<file path="src/rtl/py_seq_ctrl_if.sv">
// Payload sequencer bus: the control, length and strobe inputs coming from the
// packet controller and datapath, and the configuration and strobe outputs going back.
interface py_seq_ctrl_if;
    logic        p_1us;
    logic        p_05us;
    logic        p_033us;
    logic        edr_mode;
    logic        edr_3m;
    logic        tx_start_p;
    logic        rx_start_p;
    logic        abort_p;
    logic [3:0]  pk_type;
    logic [9:0]  py_len_byte;
    logic        py_endp;
    logic        dec_py_endp;
    logic        edrtailer_endp;
    logic        py_datvalid_p;
    logic        py_st_p;
    logic [12:0] pylenbit;
    logic        crcencode;
    logic        fec31encode;
    logic        fec32encode;
    logic        existpyheader;
    logic        BRss;
    logic        packet_BRmode;
    logic        packet_DPSK;
    logic        pk_encode;
    logic        busy;
    logic        py_done_p;

    modport master (
        output p_1us, p_05us, p_033us, edr_mode, edr_3m, tx_start_p, rx_start_p, abort_p,
               pk_type, py_len_byte, py_endp, dec_py_endp, edrtailer_endp,
        input  py_datvalid_p, py_st_p, pylenbit, crcencode, fec31encode, fec32encode,
               existpyheader, BRss, packet_BRmode, packet_DPSK, pk_encode, busy, py_done_p
    );

    modport slave (
        input  p_1us, p_05us, p_033us, edr_mode, edr_3m, tx_start_p, rx_start_p, abort_p,
               pk_type, py_len_byte, py_endp, dec_py_endp, edrtailer_endp,
        output py_datvalid_p, py_st_p, pylenbit, crcencode, fec31encode, fec32encode,
               existpyheader, BRss, packet_BRmode, packet_DPSK, pk_encode, busy, py_done_p
    );
endinterface

</file>
<file path="src/rtl/py_seq_ctrl.sv">
// Payload sequencer: decodes packet type/mode into payload configuration, selects the
// bit strobe, issues the payload start pulse and tracks payload end and EDR trailer.
module py_seq_ctrl #(
    parameter int START_DLY = 2,
    parameter int MAX_BYTES = 1021
) (
    input logic          clk_6M,
    input logic          rstz,
    py_seq_ctrl_if.slave bus
);
    typedef enum logic [2:0] {IDLE, CFG, WAIT, RUN, TAIL, DONE} state_t;

    state_t      state, state_nx;
    logic [3:0]  pk_type_q;
    logic [9:0]  len_q;
    logic        edr3_q, br_q, dpsk_q, enc_q;
    logic [3:0]  cnt;
    logic [12:0] pylenbit_q;
    logic        crc_q, f31_q, f32_q, hdr_q, ss_q;
    logic        busy, done_p, st_p, sel, dv, dly_hit, end_hit, start_req;
    logic [1:0]  hdr_b;
    logic [9:0]  tmax, d_sum;
    logic [12:0] fixed_bits, d_pylen;
    logic        acl, d_crc, d_f31, d_f32;

    function automatic logic [9:0] clip_len(input logic [9:0] req, input logic [9:0] lim);
        logic [9:0] m;
        m = (req < lim) ? req : lim;
        if (int'(m) > MAX_BYTES) m = 10'(MAX_BYTES);
        return m;
    endfunction

    // Type decode; ACL types carry a payload header and a clipped user length
    always_comb begin
        hdr_b = 2'd0; tmax = 10'd0; fixed_bits = 13'd0;
        acl = 1'b0; d_crc = 1'b0; d_f31 = 1'b0; d_f32 = 1'b0;
        if (br_q) begin
            case (pk_type_q)
                4'h2: begin fixed_bits = 13'd144; d_f32 = 1'b1; d_crc = 1'b1; end
                4'h3: begin acl = 1'b1; hdr_b = 2'd1; tmax = 10'd17;  d_f32 = 1'b1; d_crc = 1'b1; end
                4'h4: begin acl = 1'b1; hdr_b = 2'd1; tmax = 10'd27;  d_crc = 1'b1; end
                4'h5: begin fixed_bits = 13'd80;  d_f31 = 1'b1; end
                4'h6: begin fixed_bits = 13'd160; d_f32 = 1'b1; end
                4'h7: begin fixed_bits = 13'd240; end
                4'hA: begin acl = 1'b1; hdr_b = 2'd2; tmax = 10'd121; d_f32 = 1'b1; d_crc = 1'b1; end
                4'hB: begin acl = 1'b1; hdr_b = 2'd2; tmax = 10'd183; d_crc = 1'b1; end
                4'hE: begin acl = 1'b1; hdr_b = 2'd2; tmax = 10'd224; d_f32 = 1'b1; d_crc = 1'b1; end
                4'hF: begin acl = 1'b1; hdr_b = 2'd2; tmax = 10'd339; d_crc = 1'b1; end
                default: ;
            endcase
        end else begin
            case (pk_type_q)
                4'h4: begin acl = 1'b1; hdr_b = 2'd2; tmax = edr3_q ? 10'd83   : 10'd54;  d_crc = 1'b1; end
                4'hA: begin acl = 1'b1; hdr_b = 2'd2; tmax = edr3_q ? 10'd552  : 10'd367; d_crc = 1'b1; end
                4'hE: begin acl = 1'b1; hdr_b = 2'd2; tmax = edr3_q ? 10'd1021 : 10'd679; d_crc = 1'b1; end
                default: ;
            endcase
        end
        d_sum   = {8'd0, hdr_b} + clip_len(len_q, tmax);
        d_pylen = acl ? {d_sum, 3'b000} : fixed_bits;
    end

    assign busy      = (state != IDLE);
    assign sel       = br_q ? bus.p_1us : (edr3_q ? bus.p_033us : bus.p_05us);
    assign dv        = sel & busy;
    assign start_req = bus.tx_start_p | bus.rx_start_p;
    assign dly_hit   = dv && (cnt == 4'(START_DLY - 1));
    assign end_hit   = dv && (enc_q ? bus.py_endp : bus.dec_py_endp);

    always_ff @(posedge clk_6M or negedge rstz) begin
        if (!rstz) state <= IDLE;
        else       state <= state_nx;
    end

    // Abort overrides any end event; DONE is already on its way out
    always_comb begin
        state_nx = state;
        case (state)
            IDLE: if (start_req) state_nx = CFG;
            CFG:  state_nx = WAIT;
            WAIT: if (pylenbit_q == 13'd0) state_nx = DONE;
                  else if (dly_hit)        state_nx = RUN;
            RUN:  if (end_hit) state_nx = br_q ? DONE : TAIL;
            TAIL: if (bus.edrtailer_endp || (dv && cnt == 4'd15)) state_nx = DONE;
            DONE: state_nx = IDLE;
            default: state_nx = IDLE;
        endcase
        if (bus.abort_p && state != IDLE && state != DONE) state_nx = DONE;
    end

    always_comb begin
        done_p = (state == DONE);
        st_p   = (state == WAIT) && (pylenbit_q != 13'd0) && dly_hit && !bus.abort_p;
    end

    always_ff @(posedge clk_6M or negedge rstz) begin
        if (!rstz) begin
            pk_type_q  <= '0;
            len_q      <= '0;
            edr3_q     <= 1'b0;
            br_q       <= 1'b0;
            dpsk_q     <= 1'b0;
            enc_q      <= 1'b0;
            cnt        <= '0;
            pylenbit_q <= '0;
            crc_q      <= 1'b0;
            f31_q      <= 1'b0;
            f32_q      <= 1'b0;
            hdr_q      <= 1'b0;
            ss_q       <= 1'b0;
        end else begin
            if (state == IDLE && start_req) begin
                pk_type_q <= bus.pk_type;
                len_q     <= bus.py_len_byte;
                edr3_q    <= bus.edr_3m;
                br_q      <= !bus.edr_mode;
                dpsk_q    <= bus.edr_mode & !bus.edr_3m;
                enc_q     <= bus.tx_start_p;
            end
            if (state == CFG) begin
                pylenbit_q <= d_pylen;
                crc_q      <= d_crc;
                f31_q      <= d_f31;
                f32_q      <= d_f32;
                hdr_q      <= acl;
                ss_q       <= acl & br_q & (hdr_b == 2'd1);
            end
            // One counter serves both the start delay and the trailer watchdog
            if (state == CFG || state == RUN)                   cnt <= '0;
            else if ((state == WAIT || state == TAIL) && dv)    cnt <= cnt + 4'd1;
        end
    end

    assign bus.py_datvalid_p = dv;
    assign bus.py_st_p       = st_p;
    assign bus.pylenbit      = pylenbit_q;
    assign bus.crcencode     = crc_q;
    assign bus.fec31encode   = f31_q;
    assign bus.fec32encode   = f32_q;
    assign bus.existpyheader = hdr_q;
    assign bus.BRss          = ss_q;
    assign bus.packet_BRmode = br_q;
    assign bus.packet_DPSK   = dpsk_q;
    assign bus.pk_encode     = enc_q;
    assign bus.busy          = busy;
    assign bus.py_done_p     = done_p;
endmodule

</file>
<file path="src/flat_wrapper.sv">
// flat-port wrapper written by rule: the top's interface ports become plain ports
module py_seq_ctrl_flat 
#(
    parameter int START_DLY = 2,
    parameter int MAX_BYTES = 1021
)
  (clk_6M, rstz, bus_p_1us, bus_p_05us, bus_p_033us, bus_edr_mode, bus_edr_3m, bus_tx_start_p, bus_rx_start_p, bus_abort_p, bus_pk_type, bus_py_len_byte, bus_py_endp, bus_dec_py_endp, bus_edrtailer_endp, bus_py_datvalid_p, bus_py_st_p, bus_pylenbit, bus_crcencode, bus_fec31encode, bus_fec32encode, bus_existpyheader, bus_BRss, bus_packet_BRmode, bus_packet_DPSK, bus_pk_encode, bus_busy, bus_py_done_p);
  py_seq_ctrl_if bus_i ();
  input logic clk_6M;
  input logic rstz;
  input wire logic [$bits(bus_i.p_1us)-1:0] bus_p_1us;
  input wire logic [$bits(bus_i.p_05us)-1:0] bus_p_05us;
  input wire logic [$bits(bus_i.p_033us)-1:0] bus_p_033us;
  input wire logic [$bits(bus_i.edr_mode)-1:0] bus_edr_mode;
  input wire logic [$bits(bus_i.edr_3m)-1:0] bus_edr_3m;
  input wire logic [$bits(bus_i.tx_start_p)-1:0] bus_tx_start_p;
  input wire logic [$bits(bus_i.rx_start_p)-1:0] bus_rx_start_p;
  input wire logic [$bits(bus_i.abort_p)-1:0] bus_abort_p;
  input wire logic [$bits(bus_i.pk_type)-1:0] bus_pk_type;
  input wire logic [$bits(bus_i.py_len_byte)-1:0] bus_py_len_byte;
  input wire logic [$bits(bus_i.py_endp)-1:0] bus_py_endp;
  input wire logic [$bits(bus_i.dec_py_endp)-1:0] bus_dec_py_endp;
  input wire logic [$bits(bus_i.edrtailer_endp)-1:0] bus_edrtailer_endp;
  output wire logic [$bits(bus_i.py_datvalid_p)-1:0] bus_py_datvalid_p;
  output wire logic [$bits(bus_i.py_st_p)-1:0] bus_py_st_p;
  output wire logic [$bits(bus_i.pylenbit)-1:0] bus_pylenbit;
  output wire logic [$bits(bus_i.crcencode)-1:0] bus_crcencode;
  output wire logic [$bits(bus_i.fec31encode)-1:0] bus_fec31encode;
  output wire logic [$bits(bus_i.fec32encode)-1:0] bus_fec32encode;
  output wire logic [$bits(bus_i.existpyheader)-1:0] bus_existpyheader;
  output wire logic [$bits(bus_i.BRss)-1:0] bus_BRss;
  output wire logic [$bits(bus_i.packet_BRmode)-1:0] bus_packet_BRmode;
  output wire logic [$bits(bus_i.packet_DPSK)-1:0] bus_packet_DPSK;
  output wire logic [$bits(bus_i.pk_encode)-1:0] bus_pk_encode;
  output wire logic [$bits(bus_i.busy)-1:0] bus_busy;
  output wire logic [$bits(bus_i.py_done_p)-1:0] bus_py_done_p;
  assign bus_i.p_1us = bus_p_1us;
  assign bus_i.p_05us = bus_p_05us;
  assign bus_i.p_033us = bus_p_033us;
  assign bus_i.edr_mode = bus_edr_mode;
  assign bus_i.edr_3m = bus_edr_3m;
  assign bus_i.tx_start_p = bus_tx_start_p;
  assign bus_i.rx_start_p = bus_rx_start_p;
  assign bus_i.abort_p = bus_abort_p;
  assign bus_i.pk_type = bus_pk_type;
  assign bus_i.py_len_byte = bus_py_len_byte;
  assign bus_i.py_endp = bus_py_endp;
  assign bus_i.dec_py_endp = bus_dec_py_endp;
  assign bus_i.edrtailer_endp = bus_edrtailer_endp;
  assign bus_py_datvalid_p = bus_i.py_datvalid_p;
  assign bus_py_st_p = bus_i.py_st_p;
  assign bus_pylenbit = bus_i.pylenbit;
  assign bus_crcencode = bus_i.crcencode;
  assign bus_fec31encode = bus_i.fec31encode;
  assign bus_fec32encode = bus_i.fec32encode;
  assign bus_existpyheader = bus_i.existpyheader;
  assign bus_BRss = bus_i.BRss;
  assign bus_packet_BRmode = bus_i.packet_BRmode;
  assign bus_packet_DPSK = bus_i.packet_DPSK;
  assign bus_pk_encode = bus_i.pk_encode;
  assign bus_busy = bus_i.busy;
  assign bus_py_done_p = bus_i.py_done_p;
  py_seq_ctrl #(.START_DLY(START_DLY), .MAX_BYTES(MAX_BYTES)) u_core (.clk_6M(clk_6M), .rstz(rstz), .bus(bus_i));
endmodule
</file>
<file path="config.mk">
export PLATFORM = sky130hd
export DESIGN_NAME = py_seq_ctrl_flat
export DESIGN_NICKNAME = d
export VERILOG_FILES = /design/src/rtl/py_seq_ctrl_if.sv /design/src/rtl/py_seq_ctrl.sv /design/src/flat_wrapper.sv
export SDC_FILE = /design/constraint.sdc
export NUM_CORES = 1
export LEC_CHECK = 0
export ABC_AREA = 1
export CAP_MARGIN = 20
export CORE_ASPECT_RATIO = 1.1
export CORE_MARGIN = 4
export CORE_UTILIZATION = 40
export DETAILED_ROUTE_END_ITERATION = 8
export PLACE_DENSITY = 0.74
export SLEW_MARGIN = 20
export SYNTH_ARGS = -nofsm -noshare
export SYNTH_HDL_FRONTEND = slang
export SYNTH_SLANG_ARGS = --single-unit
</file>
<file path="constraint.sdc">
create_clock -name clk_6M -period 3.9 [get_ports clk_6M]
set_input_delay 0.39 -clock clk_6M [delete_from_list [all_inputs] [get_ports clk_6M]]
set_output_delay 0.39 -clock clk_6M [all_outputs]
set_load 0.01 [all_outputs]
</file>
======== After elaboration in Yosys (flattened, before gate mapping) ========
Cells that the tools add are included.
word-level totals
  flip-flop bits (word level) ............. 43
  word-level logic and storage cells ...... 110
operators by class
  multiplexer cells ....................... 36
  bitwise operators ....................... 5
  add/subtract/negate cells ............... 2
  reduce and logical (&&, ||, !) cells .... 28
  order comparisons ....................... 2
  eq/ne operators ......................... 23
operators by type and width
  operator                                                count
  case mux 9 bit (6 select lines)                         1
  two-way mux 10 bit                                      4
  case mux 8 bit (4 select lines)                         1
  case mux 10 bit (3 select lines)                        1
  == test 4 bit (second input constant)                   5
  two-way mux 3 bit                                       6
  == test 4 x 3 -> 1 bit (second input constant)          4
  case mux 3 bit (5 select lines)                         1
  zero test 13 bit                                        1
  two-way mux 1 bit                                       13
  two-way mux 13 bit                                      1
  nonzero test 13 bit                                     1
  adder 2 x 10 -> 10 bit                                  1
  greater-than comparator 10 bit (second input constant)  1
  logical AND 1 bit                                       10
  less-than comparator 10 bit                             1
  two-way mux 9 bit                                       1
  inequality test 3 x 1 -> 1 bit (second input constant)  3
  == test 4 x 2 -> 1 bit (second input constant)          2
  two-way mux 4 bit                                       2
  two-way mux 8 bit                                       1
  two-way mux 7 bit                                       1
  OR reduction 7 bit                                      1
  == test 3 x 2 -> 1 bit (second input constant)          2
  other kinds (22)                                        31

======== Depth between registers and ports, before layout ========
  depth after elaboration ................. 9
  gate-level depth with buffers ........... 32
  mapped depth without buffers ............ 30

======== Worst setup path before layout ========
No wires, ideal clock.
  path kind ............................... reg-to-reg
  from .................................... register u_core.pk_type_q[1]
  to ...................................... register u_core.pylenbit_q[11], in the netlist u_core.bus.pylenbit[11]
  buffers on the path ..................... 2
  cell stages (with the launch flop) ...... 31
  data arrival time ....................... 3.783 ns
  slack ................................... -0.001 ns
  cells stage by stage .................... dfrtp_1 -> buf_6 -> inv_1 -> nor2_2 -> inv_1 -> nor2_2 -> inv_1 -> nor3_1 -> inv_1 -> ha_1 -> nand2_1 -> inv_1 -> nand3_1 -> inv_1 -> a21oi_1 -> nand2_4 -> buf_12 -> o21ai_2 -> inv_1 -> nor3_2 -> nand3_2 -> nand2_1 -> ha_1 -> inv_1 -> fa_1 -> inv_1 -> nand2_1 -> nor2_4 -> nand4_1 -> nand3_1 -> nand2_1
on the way
  word-level cells in the longest chain between the ends .. 9
  elaborated cells on any way between the ends .. 25
ends and longest elaborated chain
  element                                                                              RTL line                              source
  from (decl)                                                                          py_seq_ctrl.sv:14                     logic [3:0] pk_type_q;
  from (signal assigned)                                                               py_seq_ctrl.sv:113                    pk_type_q <= bus.pk_type;
  == test 4 bit (tied with other cells)                                                py_seq_ctrl.sv:38                     case (pk_type_q)
  case mux 9 bit (6 select lines) or case mux 10 bit (3 select lines) (tied branches)  py_seq_ctrl.sv:38, py_seq_ctrl.sv:52
  two-way mux 10 bit                                                                   py_seq_ctrl.sv:37                     if (br_q) begin
  less-than comparator 10 bit                                                          py_seq_ctrl.sv:28                     m = (req < lim) ? req : lim;
  two-way mux 10 bit                                                                   py_seq_ctrl.sv:28
  greater-than comparator 10 bit                                                       py_seq_ctrl.sv:29                     if (int'(m) > MAX_BYTES) m = 10'(MAX_BYTES);
  two-way mux 10 bit                                                                   py_seq_ctrl.sv:29
  adder 2 x 10 -> 10 bit                                                               py_seq_ctrl.sv:59                     d_sum = {8'd0, hdr_b} + clip_len(len_q, tmax);
  two-way mux 13 bit (*)                                                               py_seq_ctrl.sv:60                     d_pylen = acl ? {d_sum, 3'b000} : fixed_bits;
  to (signal assigned)                                                                 py_seq_ctrl.sv:121                    pylenbit_q <= d_pylen;
  to (decl)                                                                            py_seq_ctrl.sv:18                     logic [12:0] pylenbit_q;
Every way passes the cells marked *; elsewhere a longest branch is shown, timed or not.
A chain may end at the register's enable or synchronous reset.

======== Final worst setup path ========
  from .................................... register u_core.pk_type_q[0]
  to ...................................... register u_core.pylenbit_q[11], in the netlist u_core.bus.pylenbit[11]
The elaborated chain is that of the path after synthesis.

==> out/metrics.csv <==
stage,metric,value,unit
placed_design,dpl.hpwl,5560,um
sta,period_share,97.9,%
status,outcome,"finished, final reports clean",
clock_network,cts_buffers,5,
global_route,grt_pass1_vias,2760,
setup_path,worst_setup_path_start_kind,flip-flop,
synth,yosysWarnings,0,
setup_path,crit_path_end_kind,flip-flop,
setup_path,cp_slowest_cell,dfrtp_1,
global_route,grt_usage,17.9,%
routing,drc,0,
worst_hold_path,hold_class,in2async,
placed_design,dpl_cell_area,3570,um^2
synth,synth_area_per_cell,7.25,um^2
clock_network,cts_tree,built,
setup_path,cpPeakStageDelay,0.43,ns
placed_design,place_inst,547,
finish,fin_cells,568,
routing,routedWlPerCell,13.7,um
floorplan,die-area,8760,um^2
sta,slew_headroom,38.1,%
routing,highest_layer,met4,
finish,fin_area,4020,um^2
placed_design,portBuffers,48,
routing,wl_met3,350,um
setup_path,critPathMaxFanout,7,
power,powerDensity,967,nW/um^2
synth,synth_cell_type_count,42,
finish,layout_common_cells,"nand2_1, clkdlybuf4s50_1, inv_1",
routing,dr.first_iter.drc_count,112,
routing,drt-met1-wl,3340,um
setup_path,cp.required,4.09,ns
sta,setup_viol,0,
floorplan,core,7090,um^2
setup_path,arrival,4.01,ns
routing,ant_nets,0,
global_route,grt_start_max_net_pins,41,
power,peakVddDrop,0.430,mV
floorplan,rows,32,
global_route,grt_pass1_wl,12600,um
synth,synth-main-ff-cell,dfrtp_1,
setup_path,crit_family,simple AND/OR/NAND/NOR gates,
floorplan,die_h,97.8,um
finish,drive_above_1_share,25.5,%
floorplan,initial_core_util,41.3,%
sta,fmax,262,MHz
global_route,antenna_found_initial,0,
synth,netlist_instances,404,
finish,area_growth,37.4,%
clock_network,root_buffer,clkbuf_8,
routing,routed_wirelength,7770,um
clock_network,clkLatencyLatePin,0.30,ns
sta,worstMarginPinSlew,0.929,ns
clock_network,numClockSinks,40,
floorplan,num_io_pins,52,
routing,vias_per_cell,5.11,
floorplan,fp.dieW,89.6,um
routing,wl_met2,3890,um
synth,synth_area,2930,um^2
finish,final_util,56.8,%
sta,rsz0062_at_grt,yes,
clock_network,clk_pin_slew,0.08,ns
synth,synth_edf_count,0,
sta,final-max-slew-violation-count,0,
sta,fin_crit,3.82,ns
setup_path,worst-path-buf-inv,6,
clock_network,clk_path_buf_depth,2,
synth,seq_area_frac_synth,34.2,%
clock_network,hold_buffers,0,
synth,synthArstFlopShare,100,%
finish,layout_commonest_cell,nand2_1,
routing,dr.pass1.iters,4,
finish,diodes,0,
placed_design,place.gp.congestion,0.910,
finish,nNetsFinal,523,
synth,ys_ff_latch,40,
power,p_leak,0.00193,uW
job,drv_cap,0,
sta,clock_skew,0.00858,ns
global_route,grt-ovfl-total,0,
sta,hold_violations,0,
routing,vias,2901,
setup_path,critPathMostFrequentCell,nor2_4,
setup_path,critical_path_class,reg2reg,
clock_network,cts_htree_levels,2,
finish,nFillCells,650,
Yosys cell counts (all sizes together) (5+ instances only):
cell type / instances / area (um^2)
a21oi: 19 / 98.9
ha: 13 / 163
o21ai: 34 / 181
buf: 7 / 76.3
dfrtp: 40 / 1000
nand3: 31 / 180
nand4: 5 / 37.5
nor2: 41 / 200
nand2: 119 / 527
nor3: 11 / 60.1
inv: 58 / 218
power by group:
group / internal, uW / leakage [uW] / switching, uW
Combinational: 1190 / 0.00137 / 1650
Sequential: 588 / 0.000508 / 170
Clock: 145 / 0.0000455 / 149
Total: 1920 / 0.00193 / 1970
worst paths after layout:
| path | startpoint | end | slack (ns) | depth (start not counted) |
|---|---|---|---|---|
| min in group clk_6M | u_core.bus.BRss | u_core.bus.BRss | 0.49 | 2 |
| worst min register to register | u_core.bus.BRss | u_core.bus.BRss | 0.49 | 2 |
| worst min-delay path | rstz | u_core.bus.packet_DPSK | 0.22 | 1 |
| max in group asynchronous | rstz | u_core.pk_type_q[3] | 3.04 | 1 |
| worst max register to register | u_core.pk_type_q[0] | u_core.bus.pylenbit[11] | 0.08 | 29 |
| worst max-delay path | u_core.pk_type_q[0] | u_core.bus.pylenbit[11] | 0.08 | 29 |
per-layer routing:
layer,track usage [%],up-vias
li1,-,1459
met5,0,-
met1,23.2,1331
met3,2.45,18
met2,29.8,93
met4,6.30,0
through the flow:
stage               worst slack [ns]  setup TNS (ns)  hold slack, ns  power (uW)
floorplan                      0.124               0          0.0944        2330
global placement              -0.111          -0.509           0.463        2920
detailed placement            -0.256           -1.51           0.469        2990
CTS                          0.00536               0           0.251        3560
global route                  -0.110          -0.480           0.295        4220
finish                        0.0803               0           0.217        3890
flip-flops by register name, summed over array words and instances (netlist names):
name,count
u_core.bus.pylenbit,10
u_core.len_q,10
u_core.cnt,4
u_core.pk_type_q,4
u_core.state,3
u_core.bus.BRss,1
u_core.bus.crcencode,1
u_core.bus.existpyheader,1
u_core.bus.fec31encode,1
u_core.bus.fec32encode,1
u_core.bus.packet_BRmode,1
u_core.bus.packet_DPSK,1
u_core.bus.pk_encode,1
u_core.edr3_q,1
logic make-up (layout without fill, tap and decap cells):
kind of cell | count (synthesis) | in the layout | share of synthesized area (%)
simple gates | 210 | 210 | 35.0
buf+inv | 71 | 148 | 10.9
compound gates | 67 | 67 | 13.2
flops | 40 | 40 | 34.2
fa+ha+maj | 14 | 14 | 6.24
other cells | 1 | 3 | 0.128
xor+xnor | 1 | 1 | 0.299
what timing repair did:
action	4_1_cts	5_1_grt
gates resized for setup	37	38
pin swaps	10	25
setup endpoints to repair	8	9
setup buffers	7	6
worst register-to-register path, delay by kind of cell, from the launching register on:
family	cells	cell delay, ns
AO/OA/AOI/OAI	3	0.37
adder cells (fa/ha/maj)	3	0.80
buffers and inverters	6	0.50
flip-flops	1	0.43
AND/OR/NAND/NOR	17	1.60
layout make-up:
type                       instances  area, um^2  share of cell area (%)
multi-input combinational        295        1870                    46.4
timing repair buffer              79         727                    18.1
tap                               85         106                    2.64
clock buffer                       8        90.1                    2.24
inverter                          61         231                    5.75
sequential                        40        1000                    24.9
No activity file was read; power rests on OpenSTA's default activity.
